===== config.mk =====
export PLATFORM = sky130hd
export DESIGN_NAME = kbd_num_queue_flat
export DESIGN_NICKNAME = d
export VERILOG_FILES = /design/src/rtl/kbd_num_queue_if.sv /design/src/rtl/kbd_num_queue.sv /design/src/flat_wrapper.sv
export SDC_FILE = /design/constraint.sdc
export NUM_CORES = 1
export LEC_CHECK = 0
export BUFFER_PORTS_ARGS = -buffer_cell sky130_fd_sc_hd__buf_2
export CORE_MARGIN = 2
export CORE_UTILIZATION = 50
export CTS_CLUSTER_DIAMETER = 80
export CTS_CLUSTER_SIZE = 25
export DETAILED_ROUTE_END_ITERATION = 8
export PLACE_DENSITY = 0.7
export SYNTH_ARGS = -nofsm -noshare
export SYNTH_HDL_FRONTEND = slang
export SYNTH_SLANG_ARGS = --single-unit

===== constraint.sdc =====
create_clock -name clk -period 4 [get_ports clk]
set_input_delay 0.8 -clock clk [delete_from_list [all_inputs] [get_ports clk]]
set_output_delay 0.8 -clock clk [all_outputs]
set_load 0.03 [all_outputs]

===== src/rtl/kbd_num_queue_if.sv =====
// rtl/kbd_num_queue_if.sv - keyboard number queue handshake bundle
// Signals:
//   code[15:0]  PS/2 byte history, [15:8] previous byte, [7:0] newest byte
//   code_stb    one-cycle pulse, new byte valid on code
//   clr         synchronous flush
//   control     CPU ready to take the head value
//   status      head value valid (queue not empty)
//   num         head value, 0 when empty
//   count       current occupancy
//   overflow    sticky, a key was dropped on a full queue
// master drives the byte stream and CPU controls, slave is the queue.
interface kbd_num_queue_if #(
   parameter int DEPTH     = 8,
   parameter int NUM_WIDTH = 4
);
   logic [15:0]              code;
   logic                     code_stb;
   logic                     clr;
   logic                     control;
   logic                     status;
   logic [NUM_WIDTH-1:0]     num;
   logic [$clog2(DEPTH):0]   count;
   logic                     overflow;

   modport master (
      output code, code_stb, clr, control,
      input  status, num, count, overflow
   );

   modport slave (
      input  code, code_stb, clr, control,
      output status, num, count, overflow
   );
endinterface


===== src/rtl/kbd_num_queue.sv =====
// rtl/kbd_num_queue.sv - PS/2 make-code to number FIFO with backspace and CPU handshake
// Ports:
//   clk   system clock, all state on the rising edge
//   rst   asynchronous active-high reset
//   bus   kbd_num_queue_if slave: code/code_stb in, clr, control in,
//         status/num/count/overflow out
// Parameters: DEPTH (power of two, >= 2), NUM_WIDTH (>= 4), HEX_EN (accept A-F).
module kbd_num_queue #(
   parameter int DEPTH     = 8,
   parameter int NUM_WIDTH = 4,
   parameter int HEX_EN    = 0
) (
   input logic             clk,
   input logic             rst,
   kbd_num_queue_if.slave  bus
);
   localparam int PW = $clog2(DEPTH);
   localparam int CW = PW + 1;

   logic [NUM_WIDTH-1:0] mem [DEPTH];
   logic [PW-1:0]        wr_ptr;
   logic [PW-1:0]        rd_ptr;
   logic [CW-1:0]        count_q;
   logic                 ovf_q;
   logic [7:0]           held;

   logic [7:0]           key;
   logic                 is_prefix;
   logic                 is_break;
   logic                 is_new_make;
   logic                 dig_ok;
   logic [3:0]           dig_val;
   logic                 push_req;
   logic                 bs_req;
   logic                 status_i;
   logic                 full;
   logic                 pop;
   logic                 push_ok;
   logic                 drop;
   logic                 bs_ok;

   assign status_i = (count_q != '0);
   assign full     = (count_q == CW'(DEPTH));

   always_comb begin
      key         = bus.code[7:0];
      is_prefix   = (key == 8'hF0) || (key == 8'hE0);
      is_break    = !is_prefix && (bus.code[15:8] == 8'hF0);
      // A make equal to the held key is typematic repeat and is dropped.
      is_new_make = bus.code_stb && !is_prefix && !is_break && (key != held);

      dig_ok  = 1'b1;
      dig_val = 4'h0;
      case (key)
         8'h45: dig_val = 4'h0;
         8'h16: dig_val = 4'h1;
         8'h1E: dig_val = 4'h2;
         8'h26: dig_val = 4'h3;
         8'h25: dig_val = 4'h4;
         8'h2E: dig_val = 4'h5;
         8'h36: dig_val = 4'h6;
         8'h3D: dig_val = 4'h7;
         8'h3E: dig_val = 4'h8;
         8'h46: dig_val = 4'h9;
         8'h1C: begin dig_val = 4'hA; dig_ok = (HEX_EN != 0); end
         8'h32: begin dig_val = 4'hB; dig_ok = (HEX_EN != 0); end
         8'h21: begin dig_val = 4'hC; dig_ok = (HEX_EN != 0); end
         8'h23: begin dig_val = 4'hD; dig_ok = (HEX_EN != 0); end
         8'h24: begin dig_val = 4'hE; dig_ok = (HEX_EN != 0); end
         8'h2B: begin dig_val = 4'hF; dig_ok = (HEX_EN != 0); end
         default: dig_ok = 1'b0;
      endcase

      push_req = is_new_make && dig_ok;
      bs_req   = is_new_make && (key == 8'h66);
      pop      = status_i && bus.control;
      // A same-cycle pop frees the slot, so a full queue still accepts.
      push_ok  = push_req && (!full || pop);
      drop     = push_req && full && !pop;
      // With a pop in flight the last entry is already leaving, so a
      // backspace needs a second entry to remove.
      bs_ok    = bs_req && (pop ? (count_q > CW'(1)) : status_i);
   end

   always_ff @(posedge clk or posedge rst) begin
      if (rst) begin
         wr_ptr  <= '0;
         rd_ptr  <= '0;
         count_q <= '0;
         ovf_q   <= 1'b0;
         held    <= 8'h00;
      end else if (bus.clr) begin
         wr_ptr  <= '0;
         rd_ptr  <= '0;
         count_q <= '0;
         ovf_q   <= 1'b0;
         held    <= 8'h00;
      end else begin
         if (bus.code_stb && is_break && (key == held))
            held <= 8'h00;
         else if (is_new_make)
            held <= key;

         // Push and backspace come from the same byte, so they never coincide.
         if (push_ok)
            wr_ptr <= wr_ptr + PW'(1);
         else if (bs_ok)
            wr_ptr <= wr_ptr - PW'(1);

         if (pop)
            rd_ptr <= rd_ptr + PW'(1);

         count_q <= count_q + CW'(push_ok) - CW'(pop) - CW'(bs_ok);

         if (drop)
            ovf_q <= 1'b1;
      end
   end

   // Storage needs no reset: num is masked while the queue is empty.
   always_ff @(posedge clk) begin
      if (push_ok)
         mem[wr_ptr] <= NUM_WIDTH'(dig_val);
   end

   assign bus.status   = status_i;
   assign bus.num      = status_i ? mem[rd_ptr] : '0;
   assign bus.count    = count_q;
   assign bus.overflow = ovf_q;
endmodule


===== src/flat_wrapper.sv =====
// flat-port wrapper written by rule: the top's interface ports become plain ports
module kbd_num_queue_flat 
#(
   parameter int DEPTH     = 8,
   parameter int NUM_WIDTH = 4,
   parameter int HEX_EN    = 0
)
  (clk, rst, bus_code, bus_code_stb, bus_clr, bus_control, bus_status, bus_num, bus_count, bus_overflow);
  kbd_num_queue_if #(.DEPTH(DEPTH), .NUM_WIDTH(NUM_WIDTH)) bus_i ();
  input logic clk;
  input logic rst;
  input wire logic [$bits(bus_i.code)-1:0] bus_code;
  input wire logic [$bits(bus_i.code_stb)-1:0] bus_code_stb;
  input wire logic [$bits(bus_i.clr)-1:0] bus_clr;
  input wire logic [$bits(bus_i.control)-1:0] bus_control;
  output wire logic [$bits(bus_i.status)-1:0] bus_status;
  output wire logic [$bits(bus_i.num)-1:0] bus_num;
  output wire logic [$bits(bus_i.count)-1:0] bus_count;
  output wire logic [$bits(bus_i.overflow)-1:0] bus_overflow;
  assign bus_i.code = bus_code;
  assign bus_i.code_stb = bus_code_stb;
  assign bus_i.clr = bus_clr;
  assign bus_i.control = bus_control;
  assign bus_status = bus_i.status;
  assign bus_num = bus_i.num;
  assign bus_count = bus_i.count;
  assign bus_overflow = bus_i.overflow;
  kbd_num_queue #(.DEPTH(DEPTH), .NUM_WIDTH(NUM_WIDTH), .HEX_EN(HEX_EN)) u_core (.clk(clk), .rst(rst), .bus(bus_i));
endmodule

==> results_dict.tcl, run 1 <==
set metrics [dict create \
    status "complete, no violations" \
    clock-root-buffer "clkbuf_8" \
    cellPowerDensity_nw_per_um2 451 \
    slew_violations 0 \
    ys_ff_latch 51 \
    relSlewSlack_pct 43.4 \
    reg2reg_slack_ps 1070 \
    max_freq_ghz 0.291 \
    synthFlopType "edfxtp_1" \
    drt_iter0_drc 115 \
    min_path_cells 2 \
    antennaDiodeCount 0 \
    grt_max_degree 20 \
    stdcell_count 353 \
    period_share_pct 86.0 \
    worstSetupEndpointType "flop" \
    insertion_delay_ps 300 \
    met2_usage_pct 32.2 \
    ys_top_cells_by_area "edfxtp_1 (34%), dfrtp_1 (17%), mux4_2 (6.3%)" \
    nets 310 \
    hpwlAfterDp_mm 4.04 \
    core_area_um2 5510 \
    syn-cell-area_um2 2860 \
    vias 1917 \
    grt_overflow_total 0 \
    stdcell_area_um2 3180 \
    crit_buf_inv 3 \
    grtUsageTotal_pct 18.3 \
    whs_endpoint "u_core.bus.overflow$_DFFE_PP0P_" \
    rsz0062_at_grt "false" \
    dpl_cell_area_um2 3080 \
    die_w_um 79.7 \
    clockBufferDepth 2 \
    ant_nets 0 \
    placed_cells 345 \
    synth.most_common_cell "edfxtp_1" \
    layout_min_cycle_time_ps 3440 \
    gp_congestion 0.803 \
    cp_max_fo 16 \
    postCtsSetupBuffers 0 \
    met1_usage_pct 23.1 \
    grt_pass1_wl_mm 8.87 \
    required_ps 4190 \
    antenna_found_initial 0 \
    cp_slowest_cell "a211oi_1" \
    synth_edf_count 32 \
    die-area_um2 6340 \
    syn_area_per_cell_um2 11.3 \
    fp.dieH_um 79.7 \
    drive_gt1_share_pct 21.4 \
    synth_warnings 0 \
    area_growth_pct 11.0 \
    grt_use_met3_pct 2.71 \
    rows 27 \
    route.detailed.drc 0 \
    firstDrtPassIters 4 \
    synth.distinct_cells 51 \
    yosysTopAreaCell "edfxtp_1" \
    pin_count 31 \
    cts_resized 0 \
    clk_pin_slew_ps 100 \
    port_buffers 30 \
    worst_slew_pin_slew_ps 841 \
    power_w 0.00143 \
    start_util_pct 52.0 \
    busiest_layer "met2" \
    numCtsBuffers 5 \
    synth_common_cells "edfxtp_1 (32), nor2_1 (31), dfrtp_1 (19)" \
    r2r-end "u_core.bus.count[3]$_DFF_PP0_" \
    cp-start-kind "input pin" \
    crit_chain "buf_2, nor2b_1, a22oi_1, a211oi_1, o21ai_1, or2_1, fa_1, ha_1, inv_1, ha_1, inv_1, fa_1, xnor2_1, nor2_1" \
    synth_seq_area_share_pct 50.2 \
    setup_viol 0 \
    worst_ir_drop_vdd_mv 0.258 \
    slowest_delay_ps 390 \
    power.leakage_nw 1.29 \
    htreeDepth 2 \
    critical_path.top_delay_family "adder cells" \
    viasPerCell 5.43 \
    cts_tree "done" \
    maxCapViolCount 0 \
    path_class "input pin to flop" \
    ff2ff_path_depth 13 \
    syn_inst 253 \
    routedWlPerCell_um 14.9 \
    netlist.area_leader.share_pct 33.6 \
    clkSinkCount 51 \
    grt_pass1_vias 1893 \
    hold_class "flop to flop" \
    synth_nets 283 \
    worstReg2RegStart "u_core.held[7]$_DFFE_PP0P_" \
    setup_tns_ps 0 \
    hold_buffers 0 \
    arrival_ps 3630 \
    drt-total-wl_mm 5.25 \
    clock_skew_ps 6.63 \
    hold_viol 0 \
    hp-start "u_core.bus.overflow$_DFFE_PP0P_" \
    async_flop_share_pct 37.3 \
]
[worst min-delay path, delay by kind of cell (launching register included)]
kind	cells	cell delay, ps
buffers and inverters	1	50
DFF	1	380
AOI/OAI and AO/OA	1	50
[state kept, by name (all words and copies together) (netlist names)]
signal	cells
u_core.mem	32
u_core.held	8
u_core.bus.count	4
u_core.rd_ptr	3
u_core.wr_ptr	3
u_core.bus.overflow	1
[final cells by class]
cell class / count / area [um2]
clock buffers: 5 / 68.8
clock inverters: 3 / 28.8
fillers: 462 / 2330
inverters: 16 / 60.1
multi-input cells: 168 / 1280
flip-flops and latches: 51 / 1440
well taps: 72 / 90.1
repair buffers: 38 / 210
[kinds of logic after synthesis]
group / count (synthesis) / share of synthesized area (%)
AO/OA/AOI/OAI: 29 / 6.78
XOR/XNOR: 13 / 3.98
adder cells (fa/ha/maj): 9 / 4.72
buffers and inverters: 34 / 5.03
flip-flops: 51 / 50.2
multiplexers: 24 / 12.0
AND/OR/NAND/NOR: 93 / 17.3
[metal layers]
layer,share of wire [%],routed length (um)
met4,1.1,58
met3,2.5,133
met1,45,2340
met2,52,2710
met5,0,0
[worst max path at each step]
stage / start / endpoint / slack [ps] / cells after the start
after detailed placement: bus_code[0] / u_core.bus.count[3]$_DFF_PP0_ / 210 / 14
final: bus_code[0] / u_core.bus.count[3]$_DFF_PP0_ / 560 / 14
after CTS: bus_code[0] / u_core.bus.count[3]$_DFF_PP0_ / 540 / 14
after global placement: bus_code[0] / u_core.bus.count[3]$_DFF_PP0_ / 300 / 14
after global routing: bus_code[0] / u_core.bus.count[3]$_DFF_PP0_ / 250 / 14
after floorplan: bus_code[9] / u_core.bus.count[3]$_DFF_PP0_ / 440 / 14
[placed cells by master, fill, tap and decap left out, drive strengths merged, types with 2 or more instances in the layout]
master	n
buf	38
edfxtp	32
nor2	31
dfrtp	19
inv	17
mux2i	13
xnor2	11
nor2b	8
mux4	8
nand2	7
a21oi	7
nand2b	6
nor3	6
ha	6
nor3b	5
nand4	5
nor4	5
clkbuf	5
o21ai	5
nand3	4
and2	3
or3	3
mux2	3
fa	3
or2	3
o22ai	2
and3b	2
a31oi	2
and4	2
xor2	2
clkinv	2
[through the flow]
| step | setup WS [ps] | util, % | hold WS (ps) |
|---|---|---|---|
| after floorplan | 437 | - | 511 |
| after global placement | 302 | 55.9 | 495 |
| after detailed placement | 214 | 55.9 | 503 |
| after CTS | 539 | 57.7 | 518 |
| after global routing | 254 | 57.7 | 554 |
| final | 562 | 57.7 | 512 |
[power breakdown]
| group | internal, W | leakage, nW | switching, W | total [W] |
|---|---|---|---|---|
| registers | 0.000587 | 0.560 | 0.0000555 | 0.000642 |
| clock network | 0.000130 | 0.0502 | 0.000178 | 0.000308 |
| logic | 0.000203 | 0.680 | 0.000278 | 0.000482 |
| total | 0.000920 | 1.29 | 0.000512 | 0.00143 |
Note: power is estimated with default switching activity, not from simulation.
==> run 2: changes to the inputs <==
--- a/config.mk
+++ b/config.mk
@@ -5,6 +5,7 @@
 export SDC_FILE = /design/constraint.sdc
 export NUM_CORES = 1
 export LEC_CHECK = 0
+export ABC_AREA = 1
 export BUFFER_PORTS_ARGS = -buffer_cell sky130_fd_sc_hd__buf_2
 export CORE_MARGIN = 2
 export CORE_UTILIZATION = 50
==> run 2 against run 1 <==
- flip-flop and latch count unchanged
- clock skew about the same
- register-to-register slack worse by 250 ps
- critical path depth up 2
- wire length up 14%
- cell count up 23%
- non-clock buffer count down 6
- via count up 18%
- combinational power up 13%
- synthesized cell count up 30%
==> results_dict.tcl, run 2 <==
set metrics [dict create \
    mostFrequentLayoutCell "nand2_1" \
    worst_ir_drop_vdd_mv 0.218 \
    grt_overflow_total 0 \
    grtUsageTotal_pct 20.3 \
    status "complete, no violations" \
    die-area_um2 6420 \
    numCtsBuffers 5 \
    slew_violations 0 \
    cp_max_fo 7 \
    stdcell_count 434 \
    synth_nets 358 \
    nets 391 \
    clock_skew_ps 6.42 \
    largest_reg_flops 32 \
    worst_slew_pin_slew_ps 771 \
    relSlewSlack_pct 48.6 \
    ys_top_cells_by_area "edfxtp_1 (33%), dfrtp_1 (16%), nand2_1 (8.9%)" \
    grt_max_degree 20 \
    clockBufferDepth 2 \
    setup_ws_ps 823 \
    hpwlAfterDp_mm 4.49 \
    vias 2260 \
    power_w 0.00155 \
    die_w_um 80.1 \
    insertion_delay_ps 310 \
    postCtsSetupBuffers 0 \
    dpl_worst_slack_ps 574 \
    htreeDepth 2 \
    ant_nets 0 \
    syn-cell-area_um2 2900 \
    core_area_um2 5540 \
    routedWlPerCell_um 13.8 \
    drive_gt1_share_pct 22.1 \
    hp-start "u_core.bus.overflow$_DFFE_PP0P_" \
    viasPerCell 5.21 \
    hold_class "flop to flop" \
    antennaDiodeCount 0 \
    worstReg2RegStart "u_core.bus.count[2]$_DFF_PP0_" \
    ys_ff_latch 51 \
    cts_resized 0 \
    start_util_pct 52.3 \
    required_ps 4200 \
    crit_buf_inv 4 \
    critical_path.top_delay_family "adder cells" \
    layout_min_cycle_time_ps 3180 \
    arrival_ps 3380 \
    synth.most_common_cell "nand2_1" \
    rows 27 \
    cts_tree "done" \
    ff2ff_path_depth 16 \
    synth_common_cells "nand2_1 (69), nor2_1 (59), edfxtp_1 (32)" \
    clk_pin_slew_ps 100 \
    maxCapViolCount 0 \
    drt_iter0_drc 126 \
    crit_chain "inv_1, ha_1, nand2_1, nor2_1, nor2_2, clkinv_1, nand2_1, nand3_4, fa_1, ha_1, inv_1, ha_1, inv_1, fa_1, o21ai_0, a21oi_1" \
    reg2reg_slack_ps 820 \
    power.leakage_nw 1.45 \
    gp_congestion 0.834 \
    fp.dieH_um 80.1 \
    hold_viol 0 \
    slowest_delay_ps 410 \
    synth_seq_area_share_pct 49.5 \
    max_freq_ghz 0.315 \
    setup_viol 0 \
    synth.distinct_cells 36 \
    worstSetupEndpointType "flop" \
    final_cell_mix "nand2_1 (69), nor2_1 (59), edfxtp_1 (32), inv_1 (30), buf_2 (30)" \
    syn_inst 328 \
    rsz0062_at_grt "false" \
    regMostFlops "u_core.mem" \
    hold-worst-slack_ps 498 \
    firstDrtPassIters 4 \
    synth_edf_count 32 \
    placed_cells 426 \
    whs_endpoint "u_core.bus.overflow$_DFFE_PP0P_" \
    period_share_pct 79.4 \
    r2r-end "u_core.bus.count[3]$_DFF_PP0_" \
    pin_count 31 \
    syn_area_per_cell_um2 8.84 \
    setup_tns_ps 0 \
    cp-start-kind "flop" \
    port_buffers 30 \
    yosysTopAreaCell "edfxtp_1" \
    clkSinkCount 51 \
    grt_pass1_wl_mm 9.92 \
    path_class "flop to flop" \
    route.detailed.drc 0 \
    async_flop_share_pct 37.3 \
    netlist.area_leader.share_pct 33.1 \
    hold_buffers 0 \
    area_growth_pct 11.7 \
    drt-total-wl_mm 6.00 \
    antenna_found_initial 0 \
    clock-root-buffer "clkbuf_8" \
    synth_warnings 0 \
    cp_slowest_cell "dfrtp_1" \
    grt_pass1_vias 2094 \
    synthFlopType "edfxtp_1" \
    min_path_cells 1 \
    cellPowerDensity_nw_per_um2 479 \
]
run 2: layout make-up:
| class | count | area [um2] |
|---|---|---|
| repair buffers | 32 | 165 |
| inverters | 43 | 164 |
| clock buffers | 6 | 82.6 |
| fillers | 488 | 2300 |
| well taps | 72 | 90.1 |
| clock inverters | 2 | 38.8 |
| multi-input cells | 228 | 1260 |
| flip-flops and latches | 51 | 1440 |
run 2: per-layer routing:
| layer | wire (um) | part of all wire (%) | track usage [%] |
|---|---|---|---|
| met5 | 0 | 0 | 0 |
| met2 | 2890 | 48 | 33.4 |
| met4 | 39 | 0.65 | 5.76 |
| met3 | 270 | 4.5 | 3.71 |
| met1 | 2800 | 47 | 27.5 |
run 2: worst register-to-register path, cell delays in order (launching register included):
cell and delay [ps]:
dfrtp_1 410, inv_1 80, ha_1 220, nand2_1 70
nor2_1 70, nor2_2 190, clkinv_1 180, nand2_1 190
nand3_4 150, fa_1 390, ha_1 280, inv_1 60
ha_1 130, inv_1 40, fa_1 370, o21ai_0 180
a21oi_1 60
run 2: how the worst max path moves through the flow:
stage,startpoint,to,cells past startpoint
after floorplan,u_core.bus.count[2]$_DFF_PP0_,u_core.bus.count[3]$_DFF_PP0_,16
after global placement,bus_code[7],u_core.bus.count[3]$_DFF_PP0_,17
after detailed placement,bus_code[7],u_core.bus.count[3]$_DFF_PP0_,17
after CTS,u_core.bus.count[2]$_DFF_PP0_,u_core.bus.count[3]$_DFF_PP0_,16
after global routing,u_core.bus.count[2]$_DFF_PP0_,u_core.bus.count[3]$_DFF_PP0_,16
final,u_core.bus.count[2]$_DFF_PP0_,u_core.bus.count[3]$_DFF_PP0_,16
run 2: logic make-up after synthesis:
kind of cell | count (synthesis) | synth area share, %
AND/OR/NAND/NOR | 168 | 27.0
flip-flops | 51 | 49.5
AO/OA/AOI/OAI | 50 | 11.6
buffers and inverters | 49 | 6.95
adder cells (fa/ha/maj) | 9 | 4.66
XOR/XNOR | 1 | 0.302
run 2: power by group:
part	switching [W]	leakage [nW]	internal [W]
sequential	0.0000335	0.551	0.000587
clock	0.000179	0.0618	0.000206
combinational	0.000376	0.834	0.000171
run 2: stage by stage:
| step | util [%] | cell area, um2 |
|---|---|---|
| 6_report | 58.4 | 3240 |
| 5_1_grt | 58.4 | 3240 |
| 4_1_cts | 58.4 | 3240 |
| 3_5_place_dp | 56.3 | 3120 |
| 3_3_place_gp | 56.3 | 3120 |
| 2_1_floorplan | - | 2900 |
==> run 3: changes to the inputs <==
--- a/config.mk
+++ b/config.mk
@@ -5,7 +5,7 @@
 export SDC_FILE = /design/constraint.sdc
 export NUM_CORES = 1
 export LEC_CHECK = 0
-export ABC_AREA = 1
+export ABC_AREA = 0
 export BUFFER_PORTS_ARGS = -buffer_cell sky130_fd_sc_hd__buf_2
 export CORE_MARGIN = 2
 export CORE_UTILIZATION = 50
==> constraint.sdc (replaced) <==
create_clock -name clk -period 3 [get_ports clk]
set_input_delay 0.6 -clock clk [delete_from_list [all_inputs] [get_ports clk]]
set_output_delay 0.6 -clock clk [all_outputs]
set_load 0.03 [all_outputs]
==> run 3 against run 2 <==
- non-clock buffer count is 35 higher
- via count down 11%
- combinational power rose by 35%
- die area is 1.2% lower
- sequential power increased by 39%
- cell area rose by 9.7%
- register-to-register slack worse by 690 ps
- count of clock-buffer cells in the layout down 1
- critical endpoint is now u_core.bus.count[2]$_DFF_PP0_
==> results_dict.tcl, run 3 (same netlist as run 1, synthesis figures left out) <==
set metrics [dict create \
    numCtsBuffers 5 \
    grt_overflow_total 0 \
    ant_nets 0 \
    fp.dieH_um 79.7 \
    dpl_worst_slack_ps -339 \
    setup_ws_ps 12.2 \
    r2r-end "u_core.bus.count[2]$_DFF_PP0_" \
    arrival_ps 3230 \
    hold_class "input pin to async pin" \
    register_area_um2 1440 \
    worstSetupEndpointType "flop" \
    grt_max_degree 20 \
    clkSinkCount 51 \
    stdcell_area_um2 3550 \
    antenna_found_initial 0 \
    n_fill_cell 443 \
    multiInputGateArea_um2 1390 \
    port_buffers 30 \
    power.leakage_nw 1.47 \
    antennaDiodeCount 0 \
    clk_pin_slew_ps 100 \
    viasPerCell 5.28 \
    max_freq_ghz 0.335 \
    grt_pass1_wl_mm 8.94 \
    core_area_um2 5510 \
    period_share_pct 99.6 \
    die-area_um2 6340 \
    status "complete, no violations" \
    ff2ff_path_depth 13 \
    cp-start-kind "input pin" \
    htreeDepth 2 \
    mostFrequentLayoutCell "buf_4" \
    worstReg2RegStart "u_core.bus.count[2]$_DFF_PP0_" \
    die_w_um 79.7 \
    drt-total-wl_mm 5.63 \
    reg2reg_slack_ps 130 \
    cts_tree "done" \
    slew_violations 0 \
    clockBufferDepth 2 \
    hold_viol 0 \
    nets 339 \
    dpl_cell_area_um2 3310 \
    hpwlAfterDp_mm 4.23 \
    layout_min_cycle_time_ps 2990 \
    hold-worst-slack_ps 413 \
    regMostFlops "u_core.mem" \
    cellPowerDensity_nw_per_um2 584 \
    area_growth_pct 24.1 \
    worst_slew_pin_slew_ps 776 \
    routedWlPerCell_um 14.7 \
    setup_tns_ps 0 \
    worst_ir_drop_vdd_mv 0.304 \
    required_ps 3240 \
    gp_congestion 0.803 \
    vias 2018 \
    path_class "input pin to flop" \
    firstDrtPassIters 4 \
    hold_buffers 0 \
    start_util_pct 52.0 \
    grt_pass1_vias 1857 \
    clock-root-buffer "clkbuf_8" \
    final_cell_mix "buf_4 (39), edfxtp_1 (32), nor2_1 (30), buf_2 (25), dfrtp_1 (19)" \
    clock_skew_ps 11.8 \
    pin_count 31 \
    largest_reg_flops 32 \
    maxCapViolCount 0 \
    drt_iter0_drc 81 \
    grtUsageTotal_pct 18.4 \
    setup_viol 0 \
    relSlewSlack_pct 47.8 \
    drive_gt1_share_pct 35.2 \
    cp_max_fo 9 \
    route.detailed.drc 0 \
    rows 27 \
    insertion_delay_ps 300 \
]
run 3: worst max path at each step:
| stage | cells past startpoint | end | startpoint | slack (ps) |
|---|---|---|---|---|
| 2_1_floorplan | 15 | u_core.bus.count[2]$_DFF_PP0_ | bus_code[5] | -220 |
| 3_3_place_gp | 13 | u_core.bus.count[2]$_DFF_PP0_ | bus_code[0] | -300 |
| 3_5_place_dp | 14 | u_core.bus.count[2]$_DFF_PP0_ | bus_code[0] | -340 |
| 4_1_cts | 14 | u_core.bus.count[2]$_DFF_PP0_ | bus_code[0] | 10 |
| 5_1_grt | 13 | u_core.bus.count[2]$_DFF_PP0_ | bus_code[1] | -60 |
| 6_report | 13 | u_core.bus.count[2]$_DFF_PP0_ | bus_code[1] | 10 |
run 3: stage by stage:
stage          utilization (%)  power (W)  cells
6_report                  64.5    0.00207    382
5_1_grt                   64.5    0.00220    382
4_1_cts                   62.4    0.00206    379
3_5_place_dp              60.1    0.00157    371
3_3_place_gp              60.1    0.00156    371
2_1_floorplan                -    0.00139    253
run 3: repair_timing:
item,4_1_cts,5_1_grt
pin swaps,2,11
endpoints found under the setup margin,1,2
resized for setup,2,25
buffers inserted,0,3
run 3: layer usage:
layer  wire length (um)  track usage (%)  vias up  share of wire [%]
met5                  0                0        -                  0
met3                142             3.05        8                2.5
li1                   -                -     1015                  -
met4                 54             5.17        0               0.96
met1               2460             23.9      958                 44
met2               2970             31.9       37                 53
run 3: report_power, final:
group / switching (W) / internal, W / total, W
logic: 0.000411 / 0.000328 / 0.000738
registers: 0.0000783 / 0.000782 / 0.000861
clock network: 0.000224 / 0.000251 / 0.000475
total: 0.000713 / 0.00136 / 0.00207
run 3: worst max-delay path, cell delays in order:
cell and delay (ps):
buf_12 120, and2b_1 230, a22oi_2 100, a211oi_2 330, o21ai_2 120, or2_4 270
fa_2 540, inv_2 40, ha_4 150, ha_4 140, inv_2 50, fa_2 420
nor2_1 100
run 3: area by class of cell:
class	instances	area share, %
clock buffer	5	1.94
clock inverter	3	1.30
inverter	16	1.69
multi-input combinational	168	39.2
sequential	51	40.4
tap	72	2.54
timing repair buffer	67	12.9
